--- src/rtl/lsu_unit.sv ---
// Load/store unit: one B/H/W access per request on a req/ack data-memory port, extended load data to writeback.
// Latency: accept at edge 0, mem_req in cycle 1, ack in cycle N gives done/wb_valid in cycle N+1; errors give done in cycle 1.
// Backpressure: req_ready drops from accept until the access retires; upstream holds req_valid while it is low.
//
// Ports:
//   clk, rst                  core clock, synchronous active-high reset
//   req_valid/req_ready       execute-stage handshake; req_we, req_funct3, req_addr, req_wdata, req_rd describe the access
//   mem_req/mem_ack           data-memory request (held until ack) and single-cycle completion
//   mem_we, mem_addr, mem_wstrb, mem_wdata, mem_rdata   word-aligned memory data path
//   wb_valid, wb_rd, wb_data  load result to writeback (held when wb_valid=0)
//   done, err_misalign, err_illegal, err_bus           retire pulse with error qualifiers
module lsu_unit #(
  parameter int unsigned TIMEOUT_CYCLES = 16
) (
  input  logic        clk,
  input  logic        rst,
  input  logic        req_valid,
  output logic        req_ready,
  input  logic        req_we,
  input  logic [2:0]  req_funct3,
  input  logic [31:0] req_addr,
  input  logic [31:0] req_wdata,
  input  logic [4:0]  req_rd,
  output logic        mem_req,
  output logic        mem_we,
  output logic [31:0] mem_addr,
  output logic [3:0]  mem_wstrb,
  output logic [31:0] mem_wdata,
  input  logic [31:0] mem_rdata,
  input  logic        mem_ack,
  output logic        wb_valid,
  output logic [4:0]  wb_rd,
  output logic [31:0] wb_data,
  output logic        done,
  output logic        err_misalign,
  output logic        err_illegal,
  output logic        err_bus
);

  localparam logic [7:0] TO_LIM = 8'(TIMEOUT_CYCLES);

  typedef enum logic [1:0] {S_IDLE, S_REQ, S_RESP} state_t;

  // Fields of the in-flight access needed when the ack comes back.
  typedef struct packed {
    logic       we;
    logic [2:0] funct3;
    logic [1:0] a;
    logic [4:0] rd;
  } acc_t;

  state_t      state_q, state_d;
  logic [7:0]  cnt_q, cnt_d;
  acc_t        acc_q, acc_d;

  logic        req_ready_d, mem_req_d, mem_we_d, wb_valid_d, done_d;
  logic        err_misalign_d, err_illegal_d, err_bus_d;
  logic [31:0] mem_addr_d, mem_wdata_d, wb_data_d;
  logic [3:0]  mem_wstrb_d;
  logic [4:0]  wb_rd_d;

  logic        chk_illegal, chk_misalign;
  logic [3:0]  st_strb;
  logic [31:0] st_wdata;

  function automatic logic [31:0] load_extract(input logic [31:0] rdata,
                                               input logic [2:0]  f3,
                                               input logic [1:0]  a);
    logic [7:0]  b;
    logic [15:0] h;
    logic [31:0] r;
    b = rdata[{a, 3'b000} +: 8];
    h = rdata[{a[1], 4'b0000} +: 16];
    case (f3)
      3'b000:  r = {{24{b[7]}}, b};
      3'b100:  r = {24'h0, b};
      3'b001:  r = {{16{h[15]}}, h};
      3'b101:  r = {16'h0, h};
      default: r = rdata;
    endcase
    return r;
  endfunction

  // Accept-time checks; illegal takes priority over misaligned.
  always_comb begin
    chk_illegal  = 1'b1;
    chk_misalign = 1'b0;
    case (req_funct3)
      3'b000, 3'b001, 3'b010: chk_illegal = 1'b0;
      3'b100, 3'b101:         chk_illegal = req_we;
      default:                chk_illegal = 1'b1;
    endcase
    case (req_funct3[1:0])
      2'b01:   chk_misalign = req_addr[0];
      2'b10:   chk_misalign = (req_addr[1:0] != 2'b00);
      default: chk_misalign = 1'b0;
    endcase
  end

  // Store lane placement: replicate data across the word, strobes select the lanes.
  always_comb begin
    st_strb  = 4'b0000;
    st_wdata = 32'h0;
    if (req_we) begin
      case (req_funct3[1:0])
        2'b00: begin
          st_strb  = 4'b0001 << req_addr[1:0];
          st_wdata = {4{req_wdata[7:0]}};
        end
        2'b01: begin
          st_strb  = 4'b0011 << req_addr[1:0];
          st_wdata = {2{req_wdata[15:0]}};
        end
        default: begin
          st_strb  = 4'b1111;
          st_wdata = req_wdata;
        end
      endcase
    end
  end

  // Next-state and next-output logic; every output is registered.
  always_comb begin
    state_d        = state_q;
    cnt_d          = cnt_q;
    acc_d          = acc_q;
    req_ready_d    = req_ready;
    mem_req_d      = mem_req;
    mem_we_d       = mem_we;
    mem_addr_d     = mem_addr;
    mem_wstrb_d    = mem_wstrb;
    mem_wdata_d    = mem_wdata;
    wb_valid_d     = 1'b0;
    wb_rd_d        = wb_rd;
    wb_data_d      = wb_data;
    done_d         = 1'b0;
    err_misalign_d = 1'b0;
    err_illegal_d  = 1'b0;
    err_bus_d      = 1'b0;

    case (state_q)
      S_IDLE: begin
        if (req_valid) begin
          acc_d       = '{we: req_we, funct3: req_funct3, a: req_addr[1:0], rd: req_rd};
          req_ready_d = 1'b0;
          cnt_d       = 8'd0;
          if (chk_illegal) begin
            err_illegal_d = 1'b1;
            done_d        = 1'b1;
            state_d       = S_RESP;
          end else if (chk_misalign) begin
            err_misalign_d = 1'b1;
            done_d         = 1'b1;
            state_d        = S_RESP;
          end else begin
            mem_req_d   = 1'b1;
            mem_we_d    = req_we;
            mem_addr_d  = {req_addr[31:2], 2'b00};
            mem_wstrb_d = st_strb;
            mem_wdata_d = st_wdata;
            state_d     = S_REQ;
          end
        end
      end

      S_REQ: begin
        cnt_d = cnt_q + 8'd1;
        // Ack wins over a timeout reached in the same cycle.
        if (mem_ack) begin
          mem_req_d = 1'b0;
          done_d    = 1'b1;
          cnt_d     = 8'd0;
          state_d   = S_RESP;
          if (!acc_q.we) begin
            wb_valid_d = 1'b1;
            wb_rd_d    = acc_q.rd;
            wb_data_d  = load_extract(mem_rdata, acc_q.funct3, acc_q.a);
          end
        end else if ((cnt_q + 8'd1) == TO_LIM) begin
          mem_req_d = 1'b0;
          done_d    = 1'b1;
          err_bus_d = 1'b1;
          cnt_d     = 8'd0;
          state_d   = S_RESP;
        end
      end

      S_RESP: begin
        req_ready_d = 1'b1;
        state_d     = S_IDLE;
      end

      default: begin
        req_ready_d = 1'b1;
        mem_req_d   = 1'b0;
        state_d     = S_IDLE;
      end
    endcase
  end

  always_ff @(posedge clk) begin
    if (rst) begin
      state_q      <= S_IDLE;
      cnt_q        <= 8'd0;
      acc_q        <= '0;
      req_ready    <= 1'b1;
      mem_req      <= 1'b0;
      mem_we       <= 1'b0;
      mem_addr     <= 32'h0;
      mem_wstrb    <= 4'b0000;
      mem_wdata    <= 32'h0;
      wb_valid     <= 1'b0;
      wb_rd        <= 5'd0;
      wb_data      <= 32'h0;
      done         <= 1'b0;
      err_misalign <= 1'b0;
      err_illegal  <= 1'b0;
      err_bus      <= 1'b0;
    end else begin
      state_q      <= state_d;
      cnt_q        <= cnt_d;
      acc_q        <= acc_d;
      req_ready    <= req_ready_d;
      mem_req      <= mem_req_d;
      mem_we       <= mem_we_d;
      mem_addr     <= mem_addr_d;
      mem_wstrb    <= mem_wstrb_d;
      mem_wdata    <= mem_wdata_d;
      wb_valid     <= wb_valid_d;
      wb_rd        <= wb_rd_d;
      wb_data      <= wb_data_d;
      done         <= done_d;
      err_misalign <= err_misalign_d;
      err_illegal  <= err_illegal_d;
      err_bus      <= err_bus_d;
    end
  end

endmodule

--- config.mk ---
export PLATFORM = sky130hd
export DESIGN_NAME = lsu_unit
export DESIGN_NICKNAME = d
export VERILOG_FILES = /design/src/rtl/lsu_unit.sv
export SDC_FILE = /design/constraint.sdc
export NUM_CORES = 1
export LEC_CHECK = 0
export CAP_MARGIN = 40
export CELL_PAD_IN_SITES_DETAIL_PLACEMENT = 1
export CELL_PAD_IN_SITES_GLOBAL_PLACEMENT = 1
export CORE_MARGIN = 2
export CORE_UTILIZATION = 34
export CTS_CLUSTER_DIAMETER = 60
export DETAILED_ROUTE_END_ITERATION = 10
export PLACE_DENSITY_LB_ADDON = 0.25
export SYNTH_ARGS = -nofsm -noshare
export SYNTH_HDL_FRONTEND = slang
export SYNTH_SLANG_ARGS = --single-unit
--- constraint.sdc ---
create_clock -name clk -period 3.45 [get_ports clk]
set_input_delay 0.345 -clock clk [delete_from_list [all_inputs] [get_ports clk]]
set_output_delay 0.345 -clock clk [all_outputs]
set_load 0.05 [all_outputs]
==> impl_metrics.tcl, run 1 <==
set metrics [dict create \
    outcome "completed" \
    cts_max_path_buffers 2 \
    synth_area_um2 5820 \
    netlist_instances 732 \
    use_met2_pct 38.2 \
    path_class "in2reg" \
    yosysWarnings 0 \
    dp_hpwl_um 14900 \
    die_w_um 135 \
    seqCellArea_um2 2640 \
    worst_pin_slew_ns 0.862 \
    setup_violations 0 \
    fin_crit_sh_pct 71.8 \
    rsz0062_at_grt "no" \
    cts_resized 0 \
    worstPathArrival_ns 2.76 \
    cap_violations 0 \
    nets 1033 \
    ys_types 50 \
    routabilityCongestion 0.805 \
    p_leak_nw 2.96 \
    seq_area_frac_synth_pct 45.4 \
    vias_per_cell 5.30 \
    clock_latency_ns 0.42 \
    drt.antenna.violating_nets 0 \
    synth_edf_count 0 \
    cts_max_level 4 \
    crit_fanout 28 \
    grt_pass1_vias 6278 \
    layout_commonest_cell "clkdlybuf4s50_1" \
    clk_pin_slew_ns 0.06 \
    grt_max_degree 60 \
    port_buffers 219 \
    relSlewSlack_pct 42.3 \
    initial_core_util_pct 35.0 \
    cts_hold_buf 0 \
    worstHoldPathType "in2reg" \
    grt_busiest_layer "met2" \
    post_cts_buffers 0 \
    ir_worst_vdd_mv 0.340 \
    syn_area_per_cell_um2 7.95 \
    max_freq_mhz 404 \
    routedWlPerCell_um 18.1 \
    grt_antenna_before_repair 0 \
    period_minus_slack_ns 2.48 \
    area_growth_pct 50.2 \
    ios 222 \
    cts-root-buf "clkbuf_16" \
    multi_input_area_um2 2900 \
    crit_chain "clkdlybuf4s50_1 -> inv_1 -> ha_1 -> buf_4 -> nor2_1 -> mux2_2 -> nand3_1 -> a21oi_1" \
    cp.buffers_inverters 3 \
    use_met1_pct 28.1 \
    die-area_um2 18200 \
    critical-path-slowest-cell "nor2_1" \
    tns_ns 0 \
    ys.flop_type "dfxtp_1" \
    use_met3_pct 8.22 \
    startpoint_type "input port" \
    vias 6103 \
    cts_tree "yes" \
    first_iter_violations 319 \
    grt_usage_pct 23.0 \
    crit_family "buffers and inverters" \
    hold_viol 0 \
    numClockSinks 132 \
    slowest_delay_ns 0.70 \
    cts_buffers 17 \
    routed_wl_um 20900 \
    crit_required_ns 3.73 \
    diodes 0 \
    row_count 47 \
    dr.pass1.iters 5 \
    die_h_um 135 \
    drive_above_1_share_pct 7.30 \
    core_area_um2 16600 \
    n_fill_cell 1943 \
    synth-async-reset-ratio_pct 0 \
    powerDensity_nw_per_um2 484 \
    total_power_mw 4.23 \
    worstSetupEndpointType "flip-flop" \
    grt_overflow 0 \
    grt_pass1_wl_um 33100 \
    ys_ff_latch 132 \
    final_cell_mix "clkdlybuf4s50_1 (218), nand2_1 (176), dfxtp_1 (132)" \
    final_max_slew_viol_count 0 \
    drc 0 \
    fin_skew_ns 0.00983 \
]
[final timing paths]
check                                endpoint  slack [ns]  cells after the start           from
worst min register to register   mem_wdata[6]        0.45                      2   mem_wdata[6]
worst max register to register       cnt_q[4]        1.34                      6       cnt_q[0]
worst max-delay path            mem_wdata[17]        0.97                      8  req_funct3[0]
worst min-delay path               wb_data[7]        0.43                      2            rst
[cell families (layout without fill, tap and decap cells)]
kind of cell | after synthesis | in the layout | synth area share [%]
AO/OA/AOI/OAI | 188 | 188 | 19.9
buffers and inverters | 68 | 267 | 5.27
other | 1 | 2 | 0.0644
XOR/XNOR | 3 | 3 | 0.452
AND/OR/NAND/NOR | 317 | 317 | 24.3
multiplexers | 18 | 18 | 3.59
adder cells (fa/ha/maj) | 5 | 5 | 1.07
flip-flops | 132 | 132 | 45.4
[layer usage]
layer | vias to the layer above | share of wire, %
li1 | 2916 | -
met2 | 198 | 48
met5 | - | 0
met4 | 0 | 1.7
met1 | 2963 | 43
met3 | 26 | 7.6
[flip-flops by register name (all words and copies together) (netlist names)]
signal        count
err_misalign      1
mem_req           1
wb_data          32
mem_we            1
err_illegal       1
acc_q            11
cnt_q             8
mem_addr         30
mem_wdata        32
req_ready         1
wb_valid          1
mem_wstrb         4
done              1
wb_rd             5
state_q           2
err_bus           1
[power breakdown]
group          internal, mW  switching, mW
registers              1.58         0.0399
logic                 0.291          0.431
clock network          1.16          0.722
[stage by stage]
stage                     area [um2]  worst slack (ns)  instances  util [%]  hold slack [ns]
after detailed placement        8130             0.534       1120      48.8            0.444
final                           8740             0.972       1152      52.5            0.431
after global placement          8130             0.705       1120      48.8            0.440
after CTS                       8740             0.935       1152      52.5            0.422
after global routing            8740             0.806       1152      52.5            0.454
after floorplan                 5820              1.60        733         -            0.432
[layout make-up]
type                    count  share of cell area, %
clock inverters            14                   2.02
repair buffers            232                   26.3
multi-input cells         533                   33.1
flip-flops and latches    132                   30.2
clock buffers              18                   5.02
inverters                   3                  0.129
well taps                 220                   3.15
[synth_stat cells (all sizes together), types with 4 or more instances]
master / instances / area share [%]
a21oi: 105 / 9.2
clkbuf: 44 / 2.8
nand3b: 8 / 1.0
nor3b: 9 / 1.2
mux2i: 4 / 0.69
buf: 21 / 2.2
nand3: 41 / 3.5
nand2b: 4 / 0.43
a221o: 8 / 1.4
ha: 5 / 1.1
dfxtp: 132 / 45
nand2: 176 / 11
a22o: 8 / 1.2
a31oi: 8 / 0.86
a211oi: 21 / 2.7
nor2: 41 / 2.6
o21ai: 14 / 1.2
o221ai: 7 / 1.1
nor3: 22 / 1.9
nor4b: 4 / 0.71
mux2: 13 / 2.5
Note: power is estimated with default switching activity, not from simulation.
==> inputs of run 2 (changes only) <==
--- a/config.mk
+++ b/config.mk
@@ -9,7 +9,7 @@
 export CELL_PAD_IN_SITES_DETAIL_PLACEMENT = 1
 export CELL_PAD_IN_SITES_GLOBAL_PLACEMENT = 1
 export CORE_MARGIN = 2
-export CORE_UTILIZATION = 34
+export CORE_UTILIZATION = 31
 export CTS_CLUSTER_DIAMETER = 60
 export DETAILED_ROUTE_END_ITERATION = 10
 export PLACE_DENSITY_LB_ADDON = 0.25
==> constraint.sdc (replaced) <==
create_clock -name clk -period 2.57 [get_ports clk]
set_input_delay 0.257 -clock clk [delete_from_list [all_inputs] [get_ports clk]]
set_output_delay 0.257 -clock clk [all_outputs]
set_load 0.05 [all_outputs]
==> impl_metrics.tcl, run 2 (synthesized netlist as in run 1, its figures left out) <==
set metrics [dict create \
    outcome "completed" \
    layout_commonest_cell "clkdlybuf4s50_1" \
    worstSetupEndpointType "flip-flop" \
    grt_antenna_before_repair 0 \
    grt_max_degree 74 \
    rsz0062_at_grt "no" \
    cts_hold_buf 0 \
    worstHoldPathType "in2reg" \
    reg_top3 "mem_wdata (32), wb_data (32), mem_addr (30)" \
    ios 222 \
    grt_busiest_layer "met2" \
    p_leak_nw 3.01 \
    grt_overflow 0 \
    drive_above_1_share_pct 8.18 \
    drt.antenna.violating_nets 0 \
    numClockSinks 132 \
    routed_wl_um 20100 \
    cap_violations 0 \
    grt_pass1_wl_um 32000 \
    cts_buffers 17 \
    crit_required_ns 2.87 \
    diodes 0 \
    period_minus_slack_ns 2.16 \
    die_w_um 141 \
    cts_max_level 4 \
    grt_pass1_vias 5910 \
    final_max_slew_viol_count 0 \
    worst_pin_slew_ns 0.647 \
    row_count 50 \
    use_met3_pct 8.08 \
    vias 5920 \
    die_h_um 141 \
    relSlewSlack_pct 56.8 \
    post_cts_buffers 0 \
    cp.buffers_inverters 0 \
    crit_chain "ha_1 -> nand3_1 -> xor2_1 -> nor4b_2 -> a31o_2 -> nor4b_1" \
    cts_tree "yes" \
    clock_latency_ns 0.42 \
    post-route-util_pct 47.6 \
    area_growth_pct 51.9 \
    port_buffers 219 \
    powerDensity_nw_per_um2 635 \
    grt_usage_pct 20.3 \
    nets 1042 \
    cts_max_path_buffers 2 \
    dr.pass1.iters 4 \
    vias_per_cell 5.04 \
    crit_fanout 6 \
    cts-root-buf "clkbuf_16" \
    core_area_um2 18600 \
    routabilityCongestion 0.796 \
    fin_skew_ns 0.00679 \
    finalNonFillerCells 1175 \
    use_met2_pct 31.5 \
    critical-path-slowest-cell "dfxtp_1" \
    initial_core_util_pct 31.3 \
    die-area_um2 19900 \
    ir_worst_vdd_mv 0.460 \
    startpoint_type "flip-flop" \
    slowest_delay_ns 0.42 \
    worstPathArrival_ns 2.46 \
    max_freq_mhz 462 \
    n_fill_cell 2191 \
    final_cell_mix "clkdlybuf4s50_1 (218), nand2_1 (176), dfxtp_1 (132)" \
    cts_resized 0 \
    routedWlPerCell_um 17.1 \
    dp_hpwl_um 14100 \
    first_iter_violations 260 \
    hold_viol 0 \
    tns_ns 0 \
    dp_cells 1143 \
    path_class "reg2reg" \
    clk_pin_slew_ns 0.06 \
    use_met1_pct 26.0 \
    drc 0 \
    crit_family "simple AND/OR/NAND/NOR gates" \
    setup_violations 0 \
    fin_crit_sh_pct 84.2 \
]
run 2: changes by cell type in the layout (fill, tap and decap cells not counted):
cell and change:
buf_12 +3, buf_4 +6, bufinv_16 -1, clkinv_2 +1, clkinv_4 +1, clkinvlp_4 -1
run 2: per-layer routing:
metal / routed length, um / vias up / share of wire, %
met1: 9240 / 2804 / 46
met5: 0 / - / 0
met3: 1670 / 19 / 8.3
li1: - / 2943 / -
met2: 8890 / 154 / 44
met4: 263 / 0 / 1.3
run 2: final timing paths:
| check | cells after the start | slack (ns) | startpoint | endpoint |
|---|---|---|---|---|
| max | 6 | 0.41 | cnt_q[0] | done |
| min | 2 | 0.25 | rst | cnt_q[5] |
| max reg2reg | 6 | 0.41 | cnt_q[0] | done |
| min reg2reg | 2 | 0.45 | mem_wdata[5] | mem_wdata[5] |
run 2: layout make-up:
class	count	area [um2]	share of cell area (%)
Sequential cell	132	2640	29.9
Timing Repair Buffer	241	2400	27.2
Tap cell	234	293	3.31
Clock buffer	18	439	4.97
Clock inverter	14	153	1.73
Multi-Input combinational cell	533	2900	32.8
Inverter	3	11.3	0.127
run 2: report_power, final:
| part | total (mW) | internal (mW) | switching, mW |
|---|---|---|---|
| registers | 2.17 | 2.12 | 0.0482 |
| clock network | 2.46 | 1.46 | 0.998 |
| logic | 0.986 | 0.407 | 0.579 |
run 2: worst register-to-register path, cell delays in order (launching register included):
cell and delay, ns:
dfxtp_1 0.42, ha_1 0.27, nand3_1 0.21, xor2_1 0.21, nor4b_2 0.35, a31o_2 0.28, nor4b_1 0.32
run 2: per-stage QoR:
| step | area, um2 | hold slack (ns) | total power, mW | setup WS (ns) |
|---|---|---|---|---|
| after global placement | 8250 | 0.438 | 3.20 | 0.281 |
| after global routing | 8840 | 0.248 | 5.87 | 0.217 |
| after detailed placement | 8250 | 0.446 | 3.20 | 0.165 |
| after CTS | 8840 | 0.228 | 5.69 | 0.387 |
| after floorplan | 5820 | 0.393 | 2.77 | 0.774 |
| final | 8840 | 0.247 | 5.62 | 0.407 |
==> inputs of run 3 (changes only) <==
--- a/config.mk
+++ b/config.mk
@@ -9,7 +9,7 @@
 export CELL_PAD_IN_SITES_DETAIL_PLACEMENT = 1
 export CELL_PAD_IN_SITES_GLOBAL_PLACEMENT = 1
 export CORE_MARGIN = 2
-export CORE_UTILIZATION = 31
+export CORE_UTILIZATION = 28
 export CTS_CLUSTER_DIAMETER = 60
 export DETAILED_ROUTE_END_ITERATION = 10
 export PLACE_DENSITY_LB_ADDON = 0.25
==> constraint.sdc (replaced) <==
create_clock -name clk -period 1.9 [get_ports clk]
set_input_delay 0.19 -clock clk [delete_from_list [all_inputs] [get_ports clk]]
set_output_delay 0.19 -clock clk [all_outputs]
set_load 0.05 [all_outputs]
==> impl_metrics.tcl, run 3 (synthesized netlist as in run 1, its figures left out) <==
set metrics [dict create \
    row_count 52 \
    die-area_um2 22000 \
    cts_max_path_buffers 2 \
    vias 6025 \
    critical-path-slowest-cell "clkdlybuf4s50_1" \
    routabilityCongestion 0.752 \
    port_buffers 219 \
    grt_overflow 0 \
    grt_pass1_wl_um 32800 \
    crit_family "buffers and inverters" \
    core_area_um2 20300 \
    drt.antenna.violating_nets 0 \
    first_iter_violations 175 \
    outcome "completed" \
    worst_pin_slew_ns 0.608 \
    cp.buffers_inverters 1 \
    n_fill_cell 2394 \
    grt_antenna_before_repair 0 \
    grt_pass1_vias 6116 \
    grt_max_degree 52 \
    ir_worst_vdd_mv 0.604 \
    nets 1075 \
    routed_wl_um 20300 \
    worstPathArrival_ns 1.63 \
    drc 0 \
    routedWlPerCell_um 16.3 \
    cts-root-buf "clkbuf_16" \
    diodes 0 \
    numClockSinks 132 \
    clk_pin_slew_ns 0.06 \
    fin_crit_sh_pct 95.7 \
    p_leak_nw 3.20 \
    crit_fanout 2 \
    final_max_slew_viol_count 0 \
    dr.pass1.iters 4 \
    powerDensity_nw_per_um2 839 \
    vias_per_cell 4.84 \
    period_minus_slack_ns 1.82 \
    reg_top3 "mem_wdata (32), wb_data (32), mem_addr (30)" \
    crit_required_ns 1.71 \
    seqCellArea_um2 2650 \
    slowest_delay_ns 0.88 \
    rsz0062_at_grt "yes" \
    startpoint_type "flip-flop" \
    cts_buffers 17 \
    dp_hpwl_um 14700 \
    relSlewSlack_pct 59.4 \
    grt_usage_pct 18.6 \
    die_h_um 148 \
    initial_core_util_pct 28.7 \
    cts_tree "yes" \
    layout_commonest_cell "clkdlybuf4s50_1" \
    cap_violations 0 \
    worstHoldPathType "in2reg" \
    finalNonFillerCells 1244 \
    setup_violations 0 \
    die_w_um 148 \
    max_freq_mhz 550 \
    hold_viol 0 \
    fin_skew_ns 0.00730 \
    crit_chain "clkdlybuf4s50_1" \
    multi_input_area_um2 2920 \
    dp_slack_ns -0.244 \
    setup_ws_ns 0.0821 \
    dp_cells 1212 \
    cts_max_level 4 \
    area_growth_pct 58.4 \
    ios 222 \
    path_class "reg2out" \
    post_cts_buffers 0 \
    worstSetupEndpointType "primary output" \
    post-route-util_pct 45.4 \
    drive_above_1_share_pct 12.2 \
    total_power_mw 7.74 \
    final_cell_mix "clkdlybuf4s50_1 (216), nand2_1 (176), dfxtp_1 (130)" \
    clock_latency_ns 0.42 \
]
## run 3: stage by stage
stage / area (um2) / setup TNS (ns) / hold slack (ns)
after floorplan: 5820 / 0 / 0.326
after global routing: 9220 / -0.0149 / 0.221
final: 9220 / 0 / 0.194
after detailed placement: 8590 / -15.54 / 0.446
after global placement: 8590 / -13.08 / 0.438
after CTS: 9190 / 0 / 0.177
## run 3: area by class of cell
type / count / share of cell area, %
repair buffers: 274 / 29.3
flip-flops and latches: 132 / 28.7
clock buffers: 17 / 4.61
clock inverters: 15 / 1.97
well taps: 270 / 3.66
multi-input cells: 533 / 31.7
inverters: 3 / 0.122
## run 3: worst paths after layout
| check | from | end | slack, ns | cells after the start |
|---|---|---|---|---|
| worst max-delay path | mem_wdata[3] | mem_wdata[3] | 0.08 | 1 |
| worst min-delay path | rst | wb_valid | 0.19 | 2 |
| worst min register to register | mem_wdata[1] | mem_wdata[1] | 0.45 | 2 |
| worst max register to register | cnt_q[1] | cnt_q[4] | 0.10 | 7 |
## run 3: where the power goes
| group | switching, mW | leakage [nW] | internal, mW |
|---|---|---|---|
| clock | 1.34 | 0.282 | 2.07 |
| combinational | 0.795 | 1.84 | 0.597 |
| sequential | 0.0606 | 1.07 | 2.87 |
## run 3: timing repair
item / CTS / global route
gates resized for setup: 0 / 7
hold buffers: 0 / 0
endpoints found under the setup margin: 0 / 3
## run 3: per-layer routing
| layer | global-route usage [%] | wire length, um | vias to the layer above | share of wire [%] |
|---|---|---|---|---|
| met3 | 8.47 | 1950 | 19 | 9.6 |
| met2 | 28.3 | 8960 | 179 | 44 |
| met5 | 0 | 0 | - | 0 |
| met1 | 24.1 | 9120 | 2825 | 45 |
| li1 | - | - | 3002 | - |
| met4 | 4.57 | 228 | 0 | 1.1 |
